===== src/rtl/osd_mam_resp_pkg.sv =====
// Shared types and helpers for the MAM memory responder.
package osd_mam_resp_pkg;

  localparam int unsigned LANES      = 4;
  localparam int unsigned LANE_IDX_W = 2;
  localparam int unsigned BEAT_W     = 16;
  localparam int unsigned STRB_W     = 2;
  localparam int unsigned BEATS_W    = 14;

  typedef enum logic [2:0] {
    IDLE,
    WR_COLLECT,
    WR_MEM,
    RD_MEM,
    RD_WAIT,
    RD_DRAIN
  } state_t;

  typedef struct packed {
    logic [BEAT_W-1:0] data;
    logic [STRB_W-1:0] strb;
  } beat_t;

  // Swap the two bytes of a beat and keep each strobe bit with its byte.
  function automatic beat_t endian_swap16(input logic [BEAT_W-1:0] data,
                                          input logic [STRB_W-1:0] strb);
    beat_t b;
    b.data = {data[7:0], data[15:8]};
    b.strb = {strb[0], strb[1]};
    return b;
  endfunction

endpackage


===== src/rtl/osd_mam_mem_responder.sv =====
// MAM target endpoint: packs 16-bit beats into 64-bit memory words and
// unpacks memory words into 16-bit read beats, one access outstanding.
module osd_mam_mem_responder
  import osd_mam_resp_pkg::*;
#(
  parameter int unsigned ADDR_WIDTH     = 32,
  parameter int unsigned DATA_WIDTH     = 16,
  parameter int unsigned MEM_DATA_WIDTH = 64,
  parameter int unsigned ENDIAN         = 0
) (
  input  logic                        clk,
  input  logic                        rst_n,
  input  logic                        req_valid,
  output logic                        req_ready,
  input  logic                        req_rw,
  input  logic [ADDR_WIDTH-1:0]       req_addr,
  input  logic                        req_burst,
  input  logic [BEATS_W-1:0]          req_beats,
  input  logic                        write_valid,
  output logic                        write_ready,
  input  logic [DATA_WIDTH-1:0]       write_data,
  input  logic [DATA_WIDTH/8-1:0]     write_strb,
  output logic                        read_valid,
  input  logic                        read_ready,
  output logic [DATA_WIDTH-1:0]       read_data,
  output logic                        mem_req_valid,
  input  logic                        mem_req_ready,
  output logic                        mem_req_we,
  output logic [ADDR_WIDTH-1:0]       mem_req_addr,
  output logic [MEM_DATA_WIDTH-1:0]   mem_req_wdata,
  output logic [MEM_DATA_WIDTH/8-1:0] mem_req_wmask,
  input  logic                        mem_rsp_valid,
  input  logic [MEM_DATA_WIDTH-1:0]   mem_rsp_rdata,
  output logic                        busy
);

  localparam int unsigned MASK_W = MEM_DATA_WIDTH / 8;

  if (DATA_WIDTH != BEAT_W || MEM_DATA_WIDTH != LANES * BEAT_W) begin : g_bad_width
    $error("osd_mam_mem_responder: DATA_WIDTH must be 16 and MEM_DATA_WIDTH 64");
  end

  state_t                               state, state_next;
  logic                                 out_of_reset;
  logic [ADDR_WIDTH-1:0]                word_addr;
  logic [LANE_IDX_W-1:0]                lane;
  logic [BEATS_W-1:0]                   remaining;
  logic [LANES-1:0][BEAT_W-1:0]         buffer;
  logic [LANES-1:0][STRB_W-1:0]         mask;
  logic [LANES-1:0][BEAT_W-1:0]         rdata;
  beat_t                                wr_beat;
  beat_t                                rd_beat;

  logic req_fire, wr_fire, flush_done, rdreq_fire, rsp_fire, rd_fire;
  logic last_beat, last_lane;

  assign req_fire   = (state == IDLE) && out_of_reset && req_valid;
  assign wr_fire    = (state == WR_COLLECT) && write_valid;
  assign flush_done = (state == WR_MEM) && ((mask == '0) || mem_req_ready);
  assign rdreq_fire = (state == RD_MEM) && mem_req_ready;
  assign rsp_fire   = (state == RD_WAIT) && mem_rsp_valid;
  assign rd_fire    = (state == RD_DRAIN) && read_ready;
  assign last_beat  = (remaining == BEATS_W'(1));
  assign last_lane  = (lane == LANE_IDX_W'(LANES - 1));

  // Byte-order adjustment of the incoming write beat and outgoing read beat.
  always_comb begin
    wr_beat = '{data: write_data, strb: write_strb};
    rd_beat = '{data: rdata[lane], strb: '0};
    if (ENDIAN != 0) begin
      wr_beat = endian_swap16(write_data, write_strb);
      rd_beat = endian_swap16(rdata[lane], '0);
    end
  end

  // State register.
  always_ff @(posedge clk or negedge rst_n) begin
    if (!rst_n) begin
      state        <= IDLE;
      out_of_reset <= 1'b0;
    end else begin
      state        <= state_next;
      out_of_reset <= 1'b1;
    end
  end

  // Next-state logic.
  always_comb begin
    state_next = state;
    case (state)
      IDLE:       if (req_fire) state_next = req_rw ? WR_COLLECT : RD_MEM;
      WR_COLLECT: if (wr_fire && (last_lane || last_beat)) state_next = WR_MEM;
      WR_MEM:     if (flush_done) state_next = (remaining != '0) ? WR_COLLECT : IDLE;
      RD_MEM:     if (rdreq_fire) state_next = RD_WAIT;
      RD_WAIT:    if (rsp_fire) state_next = RD_DRAIN;
      RD_DRAIN: begin
        if (rd_fire) begin
          if (last_beat)      state_next = IDLE;
          else if (last_lane) state_next = RD_MEM;
        end
      end
      default:    state_next = IDLE;
    endcase
  end

  // Outputs decoded purely from registered state and datapath.
  always_comb begin
    req_ready     = 1'b0;
    write_ready   = 1'b0;
    read_valid    = 1'b0;
    mem_req_valid = 1'b0;
    mem_req_we    = 1'b0;
    mem_req_wmask = '0;
    busy          = (state != IDLE);
    mem_req_addr  = word_addr;
    mem_req_wdata = buffer;
    read_data     = rd_beat.data;
    case (state)
      IDLE:       req_ready = out_of_reset;
      WR_COLLECT: write_ready = 1'b1;
      WR_MEM: begin
        mem_req_valid = (mask != '0);
        mem_req_we    = 1'b1;
        mem_req_wmask = MASK_W'(mask);
      end
      RD_MEM:     mem_req_valid = 1'b1;
      RD_DRAIN:   read_valid = 1'b1;
      default:    ;
    endcase
  end

  // Word buffer, byte mask, lane/beat counters and word address.
  always_ff @(posedge clk or negedge rst_n) begin
    if (!rst_n) begin
      word_addr <= '0;
      lane      <= '0;
      remaining <= '0;
      buffer    <= '0;
      mask      <= '0;
      rdata     <= '0;
    end else begin
      case (state)
        IDLE: begin
          if (req_fire) begin
            word_addr <= req_addr & ~ADDR_WIDTH'(7);
            lane      <= req_addr[2:1];
            remaining <= (req_burst && req_beats != '0) ? req_beats : BEATS_W'(1);
          end
        end
        WR_COLLECT: begin
          if (wr_fire) begin
            buffer[lane] <= wr_beat.data;
            mask[lane]   <= wr_beat.strb;
            remaining    <= remaining - BEATS_W'(1);
            lane         <= lane + LANE_IDX_W'(1);
          end
        end
        WR_MEM: begin
          if (flush_done) begin
            buffer    <= '0;
            mask      <= '0;
            word_addr <= word_addr + ADDR_WIDTH'(8);
            lane      <= '0;
          end
        end
        RD_WAIT: if (rsp_fire) rdata <= mem_rsp_rdata;
        RD_DRAIN: begin
          if (rd_fire) begin
            remaining <= remaining - BEATS_W'(1);
            if (!last_beat) begin
              lane <= lane + LANE_IDX_W'(1);
              if (last_lane) word_addr <= word_addr + ADDR_WIDTH'(8);
            end
          end
        end
        default: ;
      endcase
    end
  end

endmodule


===== config.mk =====
export PLATFORM = sky130hd
export DESIGN_NAME = osd_mam_mem_responder
export DESIGN_NICKNAME = d
export VERILOG_FILES = /design/src/rtl/osd_mam_resp_pkg.sv /design/src/rtl/osd_mam_mem_responder.sv
export SDC_FILE = /design/constraint.sdc
export NUM_CORES = 1
export LEC_CHECK = 0
export ABC_CLOCK_PERIOD_IN_PS = 2100
export CAP_MARGIN = 20
export CORE_MARGIN = 2
export CORE_UTILIZATION = 43
export DETAILED_ROUTE_END_ITERATION = 12
export GPL_ROUTABILITY_DRIVEN = 0
export HOLD_SLACK_MARGIN = 0.12
export PLACE_DENSITY = 0.89
export REMOVE_ABC_BUFFERS = 1
export SYNTH_ARGS = -nofsm -noshare
export SYNTH_HDL_FRONTEND = slang
export SYNTH_SLANG_ARGS = --single-unit

===== constraint.sdc =====
create_clock -name clk -period 2.1 [get_ports clk]
set_input_delay 0.315 -clock clk [delete_from_list [all_inputs] [get_ports clk]]
set_output_delay 0.315 -clock clk [all_outputs]
set_load 0.005 [all_outputs]

[Yosys cells after proc, flatten, opt, wreduce, memory -nomap -nowiden]
Cells that the tools add are included.
Storage, ports and cells
  bits in registers: 188
  latch bits: 0
  memory bits (writable): 0
  memory bits (read-only): 0
  output and inout port bits: 126
  word-level logic and storage cells: 115
  memories kept: 0
Cells by class
  add/sub/neg operators: 3
  $mul: 0
  div/mod/pow operators: 0
  $lt $le $gt $ge: 2
  equal/unequal tests: 17
  shift-type cells: 0
  multiplexer cells: 48
  bitwise gates (word level): 0
  reductions and logical operators: 28
Operator list (number)
  $mux 32: 5
  $mux 64: 2
  $pmux 64 s2: 1
  $pmux 32 s3: 1
  $bwmux 64: 1
  $mux 14: 4
  $pmux 14 s3: 1
  $add 32x4->32 const B: 1
  $bmux 16 s2: 1
  $demux 16 s2: 1
  $mux 16: 2
  $reduce_bool 14->1: 2
  $mux 3: 8
  $mux 8: 3
  $pmux 3 s6: 1
  $ne 2x2->1 const B: 8
  $pmux 8 s2: 1
  $eq 14x1->1 const B: 1
  $mux 2: 7
  $sub 14x1->14 const B: 1
  $reduce_and 6->1: 2
  $logic_and 1x1->1: 10
  $reduce_bool 3->1: 3
  $bwmux 8: 1
  other kinds (23): 30

[Logic depth before layout (Yosys ltp)]
  depth after elaboration: 7
  depth in mapped cells: 8
  mapped depth without buffers: 7

[Worst setup path before layout]
No wires, ideal clock.
  path type: reg-to-reg
  start point: reg lane[1]
  end point: reg buffer (netlist bit mem_req_wdata[18])
  library setup time: 0.121 ns
  arrival time: 1.954 ns
  required time: 1.979 ns
  setup slack: 0.026 ns
  cell stages (with the launch flop): 9
  buffers on the path: 4
  clock period less this slack: 2.074 ns
  path through: dfrtp_1 -> clkbuf_1 -> buf_1 -> inv_1 -> ha_1 -> and2_1 -> clkbuf_1 -> buf_2 -> a22o_1
Between the ends
  word-level cells in the longest chain between the ends: 7
  elaborated cells between the ends (all ways): 8
  those cells by class: order compare (2); mux (5); reduce/logical (1)
RTL lines
  from (decl): line osd_mam_mem_responder.sv:46  | logic [LANE_IDX_W-1:0] lane;
  from (signal assigned): line osd_mam_mem_responder.sv:146  | lane <= req_addr[2:1];
  from (signal assigned): line osd_mam_mem_responder.sv:155  | lane <= lane + LANE_IDX_W'(1);
  from (signal assigned): line osd_mam_mem_responder.sv:171  | lane <= lane + LANE_IDX_W'(1);
  $lt 2x3->1 (implied by the code) / $ge 2x1->1 (equally long branches): line osd_mam_mem_responder.sv:152  | buffer[lane] <= wr_beat.data;
  $logic_and 1x1->1 (implied by the code): line osd_mam_mem_responder.sv:152
  $mux 16 (implied by the code): line osd_mam_mem_responder.sv:152
  $demux 16 s2 (*): line osd_mam_mem_responder.sv:152
  $bwmux 64 (*): line osd_mam_mem_responder.sv:152
  $mux 64 (*): line osd_mam_mem_responder.sv:151  | if (wr_fire) begin
  $pmux 64 s2 (*): line osd_mam_mem_responder.sv:142  | case (state)
  to (signal, indexed assignment): line osd_mam_mem_responder.sv:152
  to (decl): line osd_mam_mem_responder.sv:48  | logic [LANES-1:0][BEAT_W-1:0] buffer;
Mark *: on every way between the ends. The rest lies on a longest branch, timed or not. The select of a mux whose other input is x is not followed.
A chain may end at the register's enable or synchronous reset.

[Worst setup path in the final report]
  start point: reg lane[0]
  end point: out read_data[3]
Between the ends
  word-level cells in the longest chain between the ends: 2
RTL lines
  $bmux 16 s2: line osd_mam_mem_responder.sv:69  | rd_beat = '{data: rdata[lane], strb: '0};
  $mux 16 (implied by the code): line osd_mam_mem_responder.sv:69
  to (decl): line osd_mam_mem_responder.sv:25  | output logic [DATA_WIDTH-1:0] read_data,
Every way passes these cells. The select of a mux whose other input is x is not followed.

==> results.rst <==
.. list-table::
   :header-rows: 1

   * - Metric
     - Value
   * - Number of synthesized flops with an enable pin
     - 0
   * - Total negative slack
     - -855 ps
   * - VDD IR max
     - 0.833 mV
   * - Cell chosen for the clock root
     - clkbuf_16
   * - Largest net degree at the start of global routing
     - 65
   * - Grt met2 use
     - 41.3%
   * - Maximum root-to-sink buffer count
     - 2
   * - Final Total Pwr
     - 20600 µW
   * - Final period util
     - 104%
   * - DR vias/cell
     - 5.86
   * - Overflow after GRT
     - 0
   * - Violated checks
     - negative setup slack
   * - Post-route cell area
     - 13600 µm²
   * - Gate count of the mapped netlist
     - 761
   * - Post-route DRC
     - 0
   * - Wire length per cell after detailed routing
     - 20.7 µm
   * - CP Class
     - reg -> out
   * - Cell with the largest stage delay on the worst path
     - mux4_2
   * - Mapped Area
     - 8930 µm²
   * - Detail Route Antenna Nets
     - 0
   * - Dominant synthesized flop cell
     - dfrtp_1
   * - Count of pins over their slew limit
     - 0
   * - Count of final setup violators
     - 25
   * - Final core utilization
     - 67.2%
   * - Run status
     - complete, but fails checks
   * - Syn-to-layout area delta
     - 52.7%
   * - YS warnings
     - 0
   * - Final layout net count
     - 1241
   * - Hold violation total from the final report
     - 0
   * - Wire length reported by the detailed router
     - 28500 µm
   * - Post-CTS clock slew at the launch and capture registers of the worst setup and hold paths
     - 80 ps
   * - Total power density per cell area
     - 1510 nW/µm²
   * - Number of vias after detailed routing
     - 8081
   * - Unrepaired setup endpoints after global routing
     - yes
   * - Fraction of the yosys area taken by sequential cells
     - 51.8%
   * - Total clock buffers created by CTS
     - 17
   * - GR met1 Demand/Resource
     - 34.6%
   * - Worst-path maximum fanout
     - 4
   * - Ordered cell list for the critical path
     - clkbuf_16 > buf_6 > buf_6 > mux4_2 > buf_2
   * - H-tree level count
     - 4
   * - Die outline width
     - 148 µm
   * - Floorplan core area
     - 20300 µm²
   * - Overall global routing resource usage
     - 25.5%
   * - Global-route wire length before repair
     - 44000 µm
   * - Initial core utilization
     - 44.0%
   * - Library cell appearing most often on the critical path
     - buf_6
   * - Leakage dissipation
     - 0.00575 µW
   * - Via count of the first global-routing pass
     - 8040
   * - Period minus WS final
     - 2190 ps
   * - Die Ht
     - 148 µm
   * - Pre-Repair DR Iteration Count
     - 6
   * - Initial antenna violation count
     - 0
   * - Async SR Flop Fraction
     - 100%
   * - Count of input and output buffers
     - 258
   * - Top Usage Layer GRT
     - met2
   * - Endpoint arrival time on the critical path
     - 1870 ps
   * - Kind of end point of the critical path
     - primary output
   * - Detailed Route Iter0 Violations
     - 631
   * - Max-cap violations
     - 0
   * - GRT met3 Usage
     - 5.58%
   * - Clock network latency to the later pin of the worst-skew pair
     - 440 ps
   * - Final worst slack
     - -87.5 ps
   * - Die area
     - 21900 µm²
   * - Fmax
     - 0.457 GHz
   * - HPWL after detailed placement
     - 18200 µm
   * - Class of the most critical hold timing path
     - in -> async
   * - Post-Place Cell Area
     - 12300 µm²
   * - Count of different cell masters after synthesis
     - 65
   * - Slew Limit Headroom
     - 58.7%
   * - CP startpoint kind
     - flop
   * - Highest cell delay on the worst timing path
     - 480 ps
   * - TritonCTS clock tree
     - built
   * - Mean Syn Cell Area
     - 11.7 µm²
   * - Ports placed on the boundary
     - 263
   * - Share of post-route cells with drive strength above 1
     - 27.7%
   * - Required arrival time at the worst endpoint
     - 1780 ps
   * - Slew at the pin closest to its max-slew limit
     - 617 ps
   * - CTS Sinks
     - 185
   * - Count of state elements after synthesis
     - 185
   * - Worst clock skew
     - 15.5 ps
   * - Row count
     - 52
## worst paths after layout
kind / end / slack, ps / cells after the start / startpoint
min in group clk: rdata[25] / 480 / 2 / mem_rsp_rdata[25]
max in group asynchronous: rdata[2] / 940 / 3 / rst_n
min: remaining[5] / 410 / 2 / rst_n
min reg2reg: rdata[25] / 490 / 1 / rdata[25]
max reg2reg: mem_req_addr[20] / -90 / 6 / mask[6]
max: read_data[3] / -90 / 5 / lane[0]
## per-stage QoR
stage | setup WS, ps | std cells | hold slack [ps]
floorplan | -1690 | 704 | 19.4
global placement | -173 | 1305 | 327
detailed placement | -229 | 1305 | 326
CTS | -84.1 | 1376 | 414
global route | -145 | 1379 | 447
finish | -87.5 | 1380 | 413
## repair_timing
action	4_1_cts	5_1_grt
gates resized for setup	143	45
pin swaps	27	13
buffers inserted	32	4
endpoints found under the hold margin	53	0
hold buffers	1	0
setup endpoints to repair	73	129
gates cloned	6	0
## worst max-delay path: cells and delay by family (launching register included)
kind                   cells  cell delay [ps]
muxes                      1              480
buffers and inverters      4              510
DFF                        1              450
## flip-flops by register name, summed over array words and instances, names as in the netlist
register and count:
mem_req_wdata 64, state 3, rdata 64, out_of_reset 1, mask 8, lane 2, mem_req_addr 29, remaining 14
## cell type report
cell class,instances,area [µm²]
timing repair buffer,371,3600
sequential,185,4630
inverter,13,48.8
clock buffer,17,425
multi-input combinational,508,4360
fill,1471,6660
antenna,1,2.50
clock inverter,15,225
tap,270,338
## metal layers
layer  routed length, µm  up-vias  part of all wire, %
met4                 563        0                  2.0
met3                2250       54                  7.9
li1                    -     3587                    -
met1               11800     4029                   41
met5                   0        -                    0
met2               13900      411                   49
## synthesized netlist by cell type (all sizes together), types with 2 or more instances
library cell,number,area share [%]
o31ai,8,0.67
o21ai,47,2.8
o211ai,7,0.85
o22a,8,0.78
or4,4,0.42
nand2,23,0.97
and2,20,1.4
and3b,2,0.20
nand3b,2,0.17
a21oi,29,1.6
a32oi,2,0.20
inv,13,0.55
o22ai,6,0.42
nor2,33,1.4
or2,2,0.17
and3,8,0.56
nor3b,3,0.31
nand4,11,0.77
conb,2,0.084
a32o,2,0.22
a41oi,4,0.39
a21o,2,0.18
nor2b,3,0.21
nand2b,5,0.35
nor4,9,0.77
a31oi,10,0.70
and4,4,0.39
buf,34,2.1
mux4,16,4.0
mux2,64,8.1
nor3,23,1.4
nand3,17,0.95
dfrtp,185,52
clkbuf,25,1.1
a22o,74,7.3
ha,8,1.1
a2bb2oi,16,1.6
a22oi,7,0.59
mux2i,2,0.22
o2bb2ai,2,0.20
a211oi,10,0.84
## cells in the final DEF, fill, tap and decap left out, types with 8 or more instances in the layout
cell type,Yosys,routed
mux2_2,60,60
buf_2,27,13
and2_1,20,20
nand2_1,23,21
o22a_1,8,8
inv_1,13,12
mux4_2,16,16
a31oi_1,10,10
clkbuf_16,0,18
nor2_1,32,31
buf_4,4,73
buf_6,2,25
dfrtp_1,185,181
a21oi_1,29,27
o21ai_0,37,33
ha_1,8,8
dlygate4sd2_1,0,9
nand4_1,11,11
o21ai_1,6,8
a2bb2oi_1,16,11
nor3_1,21,12
clkdlybuf4s50_1,0,227
a22o_1,74,74
buf_12,0,13
nand3_1,17,17
## cells by family (layout without fill, tap and decap cells)
logic type                 Yosys count  in the layout  synth area share (%)
adders and majority gates            8              8                  1.12
other                                2              5                0.0841
and+or+nand+nor                    170            171                  10.6
DFF                                185            185                  51.8
buffers and inverters               72            416                  3.74
AOI/OAI and AO/OA                  242            243                  20.3
muxes                               82             82                  12.3
## power breakdown
group	switching, µW	internal [µW]	total (µW)
Clock	1780	1690	3480
Sequential	1250	5230	6480
Combinational	4590	6020	10600
Power figures use the tool's default switching activity.
